[config.mk]
export PLATFORM = sky130hd
export DESIGN_NAME = bcd_conv_scheduler
export DESIGN_NICKNAME = d
export VERILOG_FILES = /design/src/rtl/bcd_conv_scheduler.sv
export SDC_FILE = /design/constraint.sdc
export NUM_CORES = 1
export LEC_CHECK = 0
export CAP_MARGIN = 20
export CORE_MARGIN = 5
export CORE_UTILIZATION = 55
export CTS_CLUSTER_SIZE = 28
export DETAILED_ROUTE_END_ITERATION = 8
export GPL_TIMING_DRIVEN = 0
export HOLD_SLACK_MARGIN = 0.15
export MAX_ROUTING_LAYER = met4
export PLACE_DENSITY = 0.83
export RECOVER_POWER = 50
export SLEW_MARGIN = 15
export SYNTH_ARGS = -nofsm -noshare
export SYNTH_HDL_FRONTEND = slang
export SYNTH_SLANG_ARGS = --single-unit
[constraint.sdc]
create_clock -name clk -period 2.2 [get_ports clk]
set_input_delay 0.66 -clock clk [delete_from_list [all_inputs] [get_ports clk]]
set_output_delay 0.66 -clock clk [all_outputs]
set_load 0.01 [all_outputs]
[src/rtl/bcd_conv_scheduler.sv]
// bcd_conv_scheduler: shared multi-cycle double-dabble binary-to-BCD converter.
// Two requesters are served through a round-robin arbiter. One binary bit is
// consumed per clock. Each result is tagged with the ID of the requester it
// belongs to and is held on the output until the consumer accepts it.
// Optional feature: define BCD_FAST_PATH_EN to bypass the shift loop for
// values below 10. Those values then complete one cycle after accept.
module bcd_conv_scheduler #(
  parameter int BIN_W  = 5,
  parameter int DIGITS = 2
) (
  input  logic                  clk,
  input  logic                  rst_n,
  input  logic                  req0_valid,
  input  logic [BIN_W-1:0]      req0_data,
  output logic                  req0_ready,
  input  logic                  req1_valid,
  input  logic [BIN_W-1:0]      req1_data,
  output logic                  req1_ready,
  output logic                  out_valid,
  output logic [4*DIGITS-1:0]   out_bcd,
  output logic                  out_tag,
  input  logic                  out_ready,
  output logic                  busy
);

  localparam int BCD_W = 4 * DIGITS;
  localparam int CNT_W = $clog2(BIN_W + 1);

  function automatic longint pow10(input int n);
    longint r;
    r = 1;
    for (int i = 0; i < n; i++) r = r * 10;
    return r;
  endfunction

  // The largest binary input must fit in the available decimal digits.
  if (pow10(DIGITS) <= (longint'(1) << BIN_W) - 1) begin : g_digits_too_small
    $error("bcd_conv_scheduler: DIGITS too small for BIN_W");
  end

  typedef enum logic [1:0] {IDLE, SHIFT, DONE} state_t;

  state_t             state_q;
  logic [BIN_W-1:0]   bin_q;
  logic [BCD_W-1:0]   bcd_q;
  logic [CNT_W-1:0]   cnt_q;
  logic               tag_q;
  logic               last_grant_q;
`ifdef BCD_FAST_PATH_EN
  logic               fast_q;
`endif

  logic               grant0;
  logic               grant1;
  logic [BIN_W-1:0]   sel_data;
  logic [BCD_W-1:0]   bcd_corr;
  logic [BCD_W-1:0]   bcd_shift;
  logic [BIN_W-1:0]   bin_shift;
  logic               cnt_last;

  // Double-dabble correction of a single digit: add 3 when the digit is 5 or more.
  function automatic logic [3:0] digit_adj(input logic [3:0] d);
    return (d >= 4'd5) ? d + 4'd3 : d;
  endfunction

  // Apply the digit correction to all digits in parallel.
  function automatic logic [BCD_W-1:0] bcd_adj(input logic [BCD_W-1:0] b);
    logic [BCD_W-1:0] r;
    r = '0;
    for (int i = 0; i < DIGITS; i++) r[4*i +: 4] = digit_adj(b[4*i +: 4]);
    return r;
  endfunction

  // Round-robin grant: a lone requester wins, and a tie goes to the one not served last.
  always_comb begin
    grant0   = req0_valid & (~req1_valid | last_grant_q);
    grant1   = req1_valid & (~req0_valid | ~last_grant_q);
    sel_data = grant1 ? req1_data : req0_data;
  end

  assign req0_ready = (state_q == IDLE) & grant0;
  assign req1_ready = (state_q == IDLE) & grant1;

  // One double-dabble step: correct the digits, then shift {bcd, bin} left by one bit.
  always_comb begin
    bcd_corr  = bcd_adj(bcd_q);
    bcd_shift = {bcd_corr[BCD_W-2:0], bin_q[BIN_W-1]};
    bin_shift = {bin_q[BIN_W-2:0], 1'b0};
    cnt_last  = (cnt_q == CNT_W'(BIN_W - 1));
  end

  // Control FSM with registered result and status outputs.
  always_ff @(posedge clk or negedge rst_n) begin
    if (!rst_n) begin
      state_q      <= IDLE;
      bin_q        <= '0;
      bcd_q        <= '0;
      cnt_q        <= '0;
      tag_q        <= 1'b0;
      last_grant_q <= 1'b1;
`ifdef BCD_FAST_PATH_EN
      fast_q       <= 1'b0;
`endif
      out_valid    <= 1'b0;
      out_bcd      <= '0;
      out_tag      <= 1'b0;
      busy         <= 1'b0;
    end else begin
      case (state_q)
        IDLE: begin
          if (req0_ready | req1_ready) begin
            bin_q        <= sel_data;
            bcd_q        <= '0;
            cnt_q        <= '0;
            tag_q        <= req1_ready;
            last_grant_q <= req1_ready;
`ifdef BCD_FAST_PATH_EN
            fast_q       <= (32'(sel_data) < 32'd10);
`endif
            busy         <= 1'b1;
            state_q      <= SHIFT;
          end
        end
        SHIFT: begin
`ifdef BCD_FAST_PATH_EN
          if (fast_q) begin
            bcd_q     <= BCD_W'(bin_q);
            out_bcd   <= BCD_W'(bin_q);
            out_tag   <= tag_q;
            out_valid <= 1'b1;
            state_q   <= DONE;
          end else begin
`endif
            bcd_q <= bcd_shift;
            bin_q <= bin_shift;
            cnt_q <= cnt_q + CNT_W'(1);
            if (cnt_last) begin
              out_bcd   <= bcd_shift;
              out_tag   <= tag_q;
              out_valid <= 1'b1;
              state_q   <= DONE;
            end
`ifdef BCD_FAST_PATH_EN
          end
`endif
        end
        DONE: begin
          if (out_ready) begin
            out_valid <= 1'b0;
            out_bcd   <= '0;
            out_tag   <= 1'b0;
            busy      <= 1'b0;
            state_q   <= IDLE;
          end
        end
        default: begin
          state_q <= IDLE;
          busy    <= 1'b0;
        end
      endcase
    end
  end

endmodule

# [After elaboration in Yosys (flattened, before gate mapping)]
# Cells that the tools add are included.
[totals] input_bits=15 word_cells=63 out_inout_bits=13 reg_bits=31
[classes] n_mux=23 add_sub_neg=3 bitwise=11 magnitude_cmp=2 reduce_logical=8 eq_ne=6
[ops] op="$pmux W8 S2" n=2
[ops] op="$mux W8" n=3
[ops] op="$mux W5" n=2
[ops] op="$pmux W5 S2" n=1
[ops] op="$reduce_and A3 Y1" n=3
[ops] op="$ge A4 B3 Y1 const B" n=2
[ops] op="$mux W2" n=3
[ops] op="$mux W3" n=2
[ops] op="$pmux W2 S3" n=1
[ops] op="$pmux W3 S2" n=1
[ops] op="$add A4 B2 Y4 const B" n=1
[ops] op="$and A1 B1 Y1" n=4
[ops] op="$mux W1" n=4
[ops] op="$mux W4" n=1
[ops] op="$ne A2 B2 Y1 const B" n=2
[ops] op="$not A1 Y1" n=4
[ops] op="$pmux W1 S2" n=2
[ops] op="$reduce_and A2 Y1" n=2
[ops] op="$reduce_bool A2 Y1" n=2
[ops] op="$add A3 B1 Y3 const B" n=1
[ops] op="$add A3 B2 Y3 const B" n=1
[ops] op="$eq A3 B3 Y1 const B" n=1
[ops] op="$or A1 B1 Y1" n=3
[ops] op="$pmux W1 S3" n=1
[ops] op="other kinds (4)" n=4

# [Longest topological paths before layout]
# Gate-level depths: netlist of the first run.
[logic_depth] word_depth=7 ltp_mapped=8 depth_no_buf=6

# [Least setup slack after synthesis of the first run]
# OpenSTA, ideal clock, no wires.
[synth_timing] kind="in2out" startpoint="in req1_valid" endpoint="out req0_ready" slack_ns=0.451 path_buffers=0 arrival_time_ns=1.089 path_stages=2 t_required_ns=1.540 path_cell_list="or2b_1 and3_1"
[synth_between] elab_chain_cells=4
[synth_lines] element="start, declared" line_no="16" rtl="input logic req1_valid,"
[synth_lines] element="$not A1 Y1" line_no="76" rtl="grant0 = req0_valid & (~req1_valid | last_grant_q);"
[synth_lines] element="$or A1 B1 Y1" line_no="76"
[synth_lines] element="$and A1 B1 Y1" line_no="76"
[synth_lines] element="$and A1 B1 Y1" line_no="81" rtl="assign req0_ready = (state_q == IDLE) & grant0;"
[synth_lines] element="end, declared" line_no="15" rtl="output logic req0_ready,"
# Every way passes these cells.

# [Final worst setup path of the first run]
# Ends and elaborated chain as after synthesis.

==> metrics.txt, run 1 <==
status completed; layout cell share with drive strength beyond 1 0.1215; startpoint types input pin; hold_ws 0.3407 ns; largest net degree at the start of global routing 32; clock root buffer clkbuf_4; Async SR Flop Fraction 1.000; WS Path Type in -> out; DIE AREA just under 0.004 mm²; Row Count 19; Final GP Congestion 0.8243; Clock Path Buffers 2; max-cap violation count 0; VDD IR max about 0.8 mV; vias in the first global route approximately 1300; Area contributors post-synth dfrtp_1, a22o_1, ha_1; CTS tree done; post-synthesis sequential area ratio 0.5090; die width between 60 and 70 µm; HP Class in -> async; first-pass GRT wire length 5.616 mm; area of the core around 0.0027 mm²; CP Capture Type output port; Final #Nets roughly 200; setup TNS 0 ns; Buffers on Ports 27; Reg clk slew, reported paths 0.10 ns; setup ws final around 0.15 ns; cts bufs inserted 5; Yosys cell types 34; initial antenna violation count 0; fin crit period just over 2 ns; Synth area leader dfrtp_1; 1st-pass router iterations 5; mapped cell area ~0.0015 mm²; remaining global-route overflow 0; crit path max fanout 7; total track usage 0.1836; ys flop type dfrtp_1; CP arrival ~1.4 ns; Synthesized Nets approximately 170; Ant. Diodes 0; Post-synth EDFFs 0; pwr/cell area ~1400 mW/mm²; dpl ws -0.6303 ns; Avg Cell Area, Syn 10.46 µm²; Hold Vio Cnt, Final 0; clk_skew roughly 0.0037 ns; top-area cell type share of the netlist area 0.4918; First DRT Iteration DRCs 48; clk_lat worst skew between 0.3 and 0.4 ns; Routed WL per cell 15.20 µm; htree depth 2; Die H 62.68 µm; Starting Density 0.5633; HPWL after DPL approximately 2.3 mm; clock sink count 31; RSZ-0062 raised after global routing no; P&R area growth vs syn 23.52%; Post-CTS Setup Repair Bufs 0; via count between 1000 and 1500; Antenna Nets Post-Route 0; most frequent cell after synthesis dfrtp_1; post-layout util 0.6958; final setup vio count 0; fmax ~0.49 GHz; Rel. slew slack 0.5524; DRC Markers 0; Slew @ Worst Pin approximately 0.67 ns; # hold bufs at CTS 0; CP Data Required Time 1.54 ns; top cell types by occurrence after synthesis dfrtp_1, nand2_1, a21oi_1, o21ai_0, a22o_1; Yosys reg bits 31; Vias per Instance 5.802; Setup crit start req1_valid; Yosys Warn Count 0; Post-Route WL roughly 3.2 mm; fin. max-slew vios 0; Leakage 0.8821 nW; period utilization 0.9306; IO Count 28; Cells after Synth around 150; reg2reg start cnt_q[0]
[per-stage QoR]
step / instances / total power, mW / instance area [µm²]
global route: 212 / 2.921 / 1886
CTS: 212 / 2.717 / 1899
detailed placement: 204 / 2.317 / 1831
floorplan: 146 / 1.873 / 1526
finish: 212 / 2.698 / 1886
global placement: 204 / 2.258 / 1836
[state kept, by name (all words and copies together), names as in the netlist]
name / flops
bcd_q: 8
state_q: 2
out_valid: 1
last_grant_q: 1
cnt_q: 3
tag_q: 1
busy: 1
out_bcd: 8
bin_q: 5
out_tag: 1
[layout make-up]
class,count,area [µm²]
Fill cell,209,824.5
Inverter,10,37.54
Buffer,6,36.28
Tap cell,31,38.79
Timing Repair Buffer,27,249.0
Multi-Input combinational cell,99,678.2
Sequential cell,31,777.0
Clock buffer,8,68.82
[cell usage in the layout, fill, tap and decap left out, types with 5 or more instances in the layout]
master and instances:
nand2_1 13, o21ai_0 11, a22o_1 10, a21oi_1 11, clkdlybuf4s50_1 21, ha_1 6
dfrtp_1 30, mux2i_1 6, inv_1 9, nor2_1 5, nor3_1 6, clkbuf_4 5
[critical path, cell delays in order]
cell	delay [ns]
buf_2	0.14
or2b_1	0.26
and3_1	0.20
clkbuf_2	0.13
[routing by layer]
layer / vias up / wire length, µm / GRT usage / share of wire
met3: 9 / 159 / 0.04676 / 0.049
met2: 30 / 1556 / 0.2876 / 0.48
li1: 590 / - / - / -
met5: - / 0 / - / 0
met4: 0 / 74 / 0.1008 / 0.023
met1: 601 / 1432 / 0.2148 / 0.44
[power breakdown]
part           internal [mW]  total (mW)  leakage (nW)  switching (mW)
logic                  0.632        1.26         0.458           0.630
clock network          0.188       0.393        0.0386           0.205
registers              0.830        1.04         0.386           0.213
total                   1.65        2.70         0.882            1.05
[cell families after synthesis]
kind of cell,synth area share
XOR/XNOR,0.01148
buffers and inverters,0.05163
flip-flops,0.5090
multiplexers,0.04672
AO/OA/AOI/OAI,0.1967
adder cells (fa/ha/maj),0.04918
AND/OR/NAND/NOR,0.1353
[path summary, 6_finish.rpt]
| kind | to | slack [ns] | depth (start not counted) |
|---|---|---|---|
| max in group asynchronous | cnt_q[0] | 1.43 | 1 |
| hold / removal | out_bcd[3] | 0.34 | 1 |
| setup reg to reg | out_bcd[1] | 0.42 | 7 |
| min in group clk | out_bcd[7] | 0.48 | 2 |
| setup / recovery | req0_ready | 0.15 | 4 |
| hold reg to reg | out_bcd[7] | 0.48 | 2 |
[timing repair]
action / in CTS / in global routing
gates resized for setup: 10 / 4
cloned: 0 / 0
setup endpoints to repair: 2 / 2
pin swaps: 0 / 0
(Power assumes the default switching activity.)
==> run 2, diff against run 1 <==
- CELL_PAD_IN_SITES_DETAIL_PLACEMENT: default -> 0
- CELL_PAD_IN_SITES_GLOBAL_PLACEMENT: default -> 1
- CORE_UTILIZATION: 55 -> 43
- PLACE_DENSITY: 0.83 -> default
- PLACE_DENSITY_LB_ADDON: default -> 0.1
==> run 2 against run 1 <==
The flow now finishes with violations (max-capacitance violations, max-slew violations). Wire length up 2.9%. Global-route usage fell by 2.8 points. Final cell count up 7.1%. Sequential power barely moved. Largest power group unchanged.
==> metrics.txt, run 2 (same netlist as run 1, synthesis figures left out) <==
First DRT Iteration DRCs between 40 and 50; 1st-pass router iterations 4; Buffers on Ports 27; RSZ-0062 raised after global routing no; Clock Path Buffers 2; Pint ~1.7 mW; Hold Vio Cnt, Final 0; final std cells w/o fill roughly 230; Post-Route WL roughly 3.3 mm; first-pass GRT wire length around 5.7 mm; largest net degree at the start of global routing 32; Logic pwr share 0.453; cts bufs inserted 5; CP Data Required Time between 1.5 and 2 ns; area of the core 0.003390 mm²; Sw Pwr 1.025 mW; Antenna Nets Post-Route 0; CP arrival between 1 and 1.5 ns; clock sink count 31; HPWL after DPL about 2.4 mm; reg2reg start cnt_q[0]; FF/Latch Area slightly below 800 µm²; DRC Markers 0; Hold Path Depth 2; HP Class reg -> reg; clk_skew ~0.0075 ns; Clk pwr share 0.171; period utilization 0.9233; startpoint types input pin; most frequent cells in the layout dfrtp_1, clkdlybuf4s50_1, nand2_1; initial antenna violation count 0; htree depth 2; fmax 0.4923 GHz; fill cell count 337; area of the multi-input gates 670.6 µm²; hold_sp out_valid; final setup vio count 0; Vias per Instance between 5 and 6; CP Capture Type output port; Reg clk slew, reported paths 0.10 ns; DIE AREA approximately 0.0048 mm²; layout cell share with drive strength beyond 1 0.1160; Post-CTS Setup Repair Bufs 0; most common cell after layout, fill and taps aside dfrtp_1; IO Count 28; WS Path Type in -> out; Ant. Diodes 0; VDD IR max between 0.5 and 0.6 mV; P&R area growth vs syn 25.33%; remaining global-route overflow 0; CTS tree done; placed cell count between 200 and 250; Row Count 21; total chip power 2.749 mW; failing checks max-capacitance violations, max-slew violations; fin. max-slew vios 32; pwr/cell area ~1400 mW/mm²; vias in the first global route roughly 1200; fin crit period a little over 2 ns; clk_lat worst skew between 0.3 and 0.4 ns; Starting Density 0.4504; switch share 0.3729; r2r endpoint out_bcd[1]; top flop regs bcd_q: 8 flops, out_bcd: 8 flops, bin_q: 5 flops; reg2reg setup slack 0.33 ns; via count 1203; Min-Delay Endpoint out_valid; die width just under 70 µm; Leakage ~0.89 nW; Final #Nets between 200 and 250; sequential power share 0.377; post_cts resized 9; Die H between 60 and 70 µm; Routed WL per cell 14.61 µm; Rel. slew slack -0.1453; crit path max fanout 7; Final GP Congestion about 0.75; # hold bufs at CTS 0; total track usage 0.1557; Slew @ Worst Pin ~1.7 ns; status complete, but fails checks; FF-to-FF path depth 7; max-cap violation count 1; clock root buffer clkbuf_4
[run 2: cell count changes in the layout (fill, tap and decap cells not counted), sizes merged]
| cell | change |
|---|---|
| buf | -1 |
| bufinv | +1 |
| clkbuf | -1 |
| clkdlybuf4s50 | +1 |
| clkinv | +1 |
| dlygate4sd3 | -1 |
[run 2: cell type report]
cell class / instances / share of cell area
timing repair buffer: 27 / 0.1295
inverter: 10 / 0.01962
multi-input combinational: 99 / 0.3506
tap: 46 / 0.03009
buffer: 6 / 0.01897
clock buffer: 6 / 0.02681
clock inverter: 2 / 0.01831
sequential: 31 / 0.4061
[run 2: power by group through the flow]
stage | Combinational [mW] | Sequential [mW] | Clock, mW
2_1_floorplan | 0.835 | 1.04 | 0
3_3_place_gp | 1.25 | 1.03 | 0
3_5_place_dp | 1.28 | 1.04 | 0
4_1_cts | 1.29 | 1.04 | 0.482
5_1_grt | 1.39 | 1.08 | 0.509
6_report | 1.24 | 1.04 | 0.469
[run 2: how the worst max path moves through the flow]
stage	from	endpoint	slack, ns	cells after the start
after global routing	rst_n	bin_q[2]	0.08	1
after detailed placement	req1_valid	req0_ready	-0.64	4
after CTS	req1_valid	req0_ready	0.009	4
final	req1_valid	req0_ready	0.17	4
after global placement	req1_valid	req0_ready	-0.63	4
after floorplan	req1_valid	req0_ready	0.45	2
[run 2: per-stage QoR]
step	setup slack, ns	setup TNS (ns)	utilization	cell area [µm²]	hold WS, ns
after floorplan	0.4508	0	-	1526	0.3644
after global placement	-0.6327	-5.925	0.5471	1854	0.4599
after detailed placement	-0.6352	-1.511	0.5456	1849	0.4736
after CTS	0.009266	0	0.5707	1934	0.3814
after global routing	0.07534	0	0.5644	1913	0.5278
final	0.1688	0	0.5644	1913	0.4881
[run 2: worst max-delay path, stage by stage]
cell      delay (ns)
buf_2           0.14
or2b_1          0.25
and3_1          0.20
clkbuf_2        0.13
[run 2: metal layers]
layer,part of all wire,up-vias,track usage
met4,0.023,0,0.07809
met2,0.48,27,0.2595
met3,0.039,8,0.03333
met5,0,-,-
met1,0.45,580,0.1759
li1,-,588,-
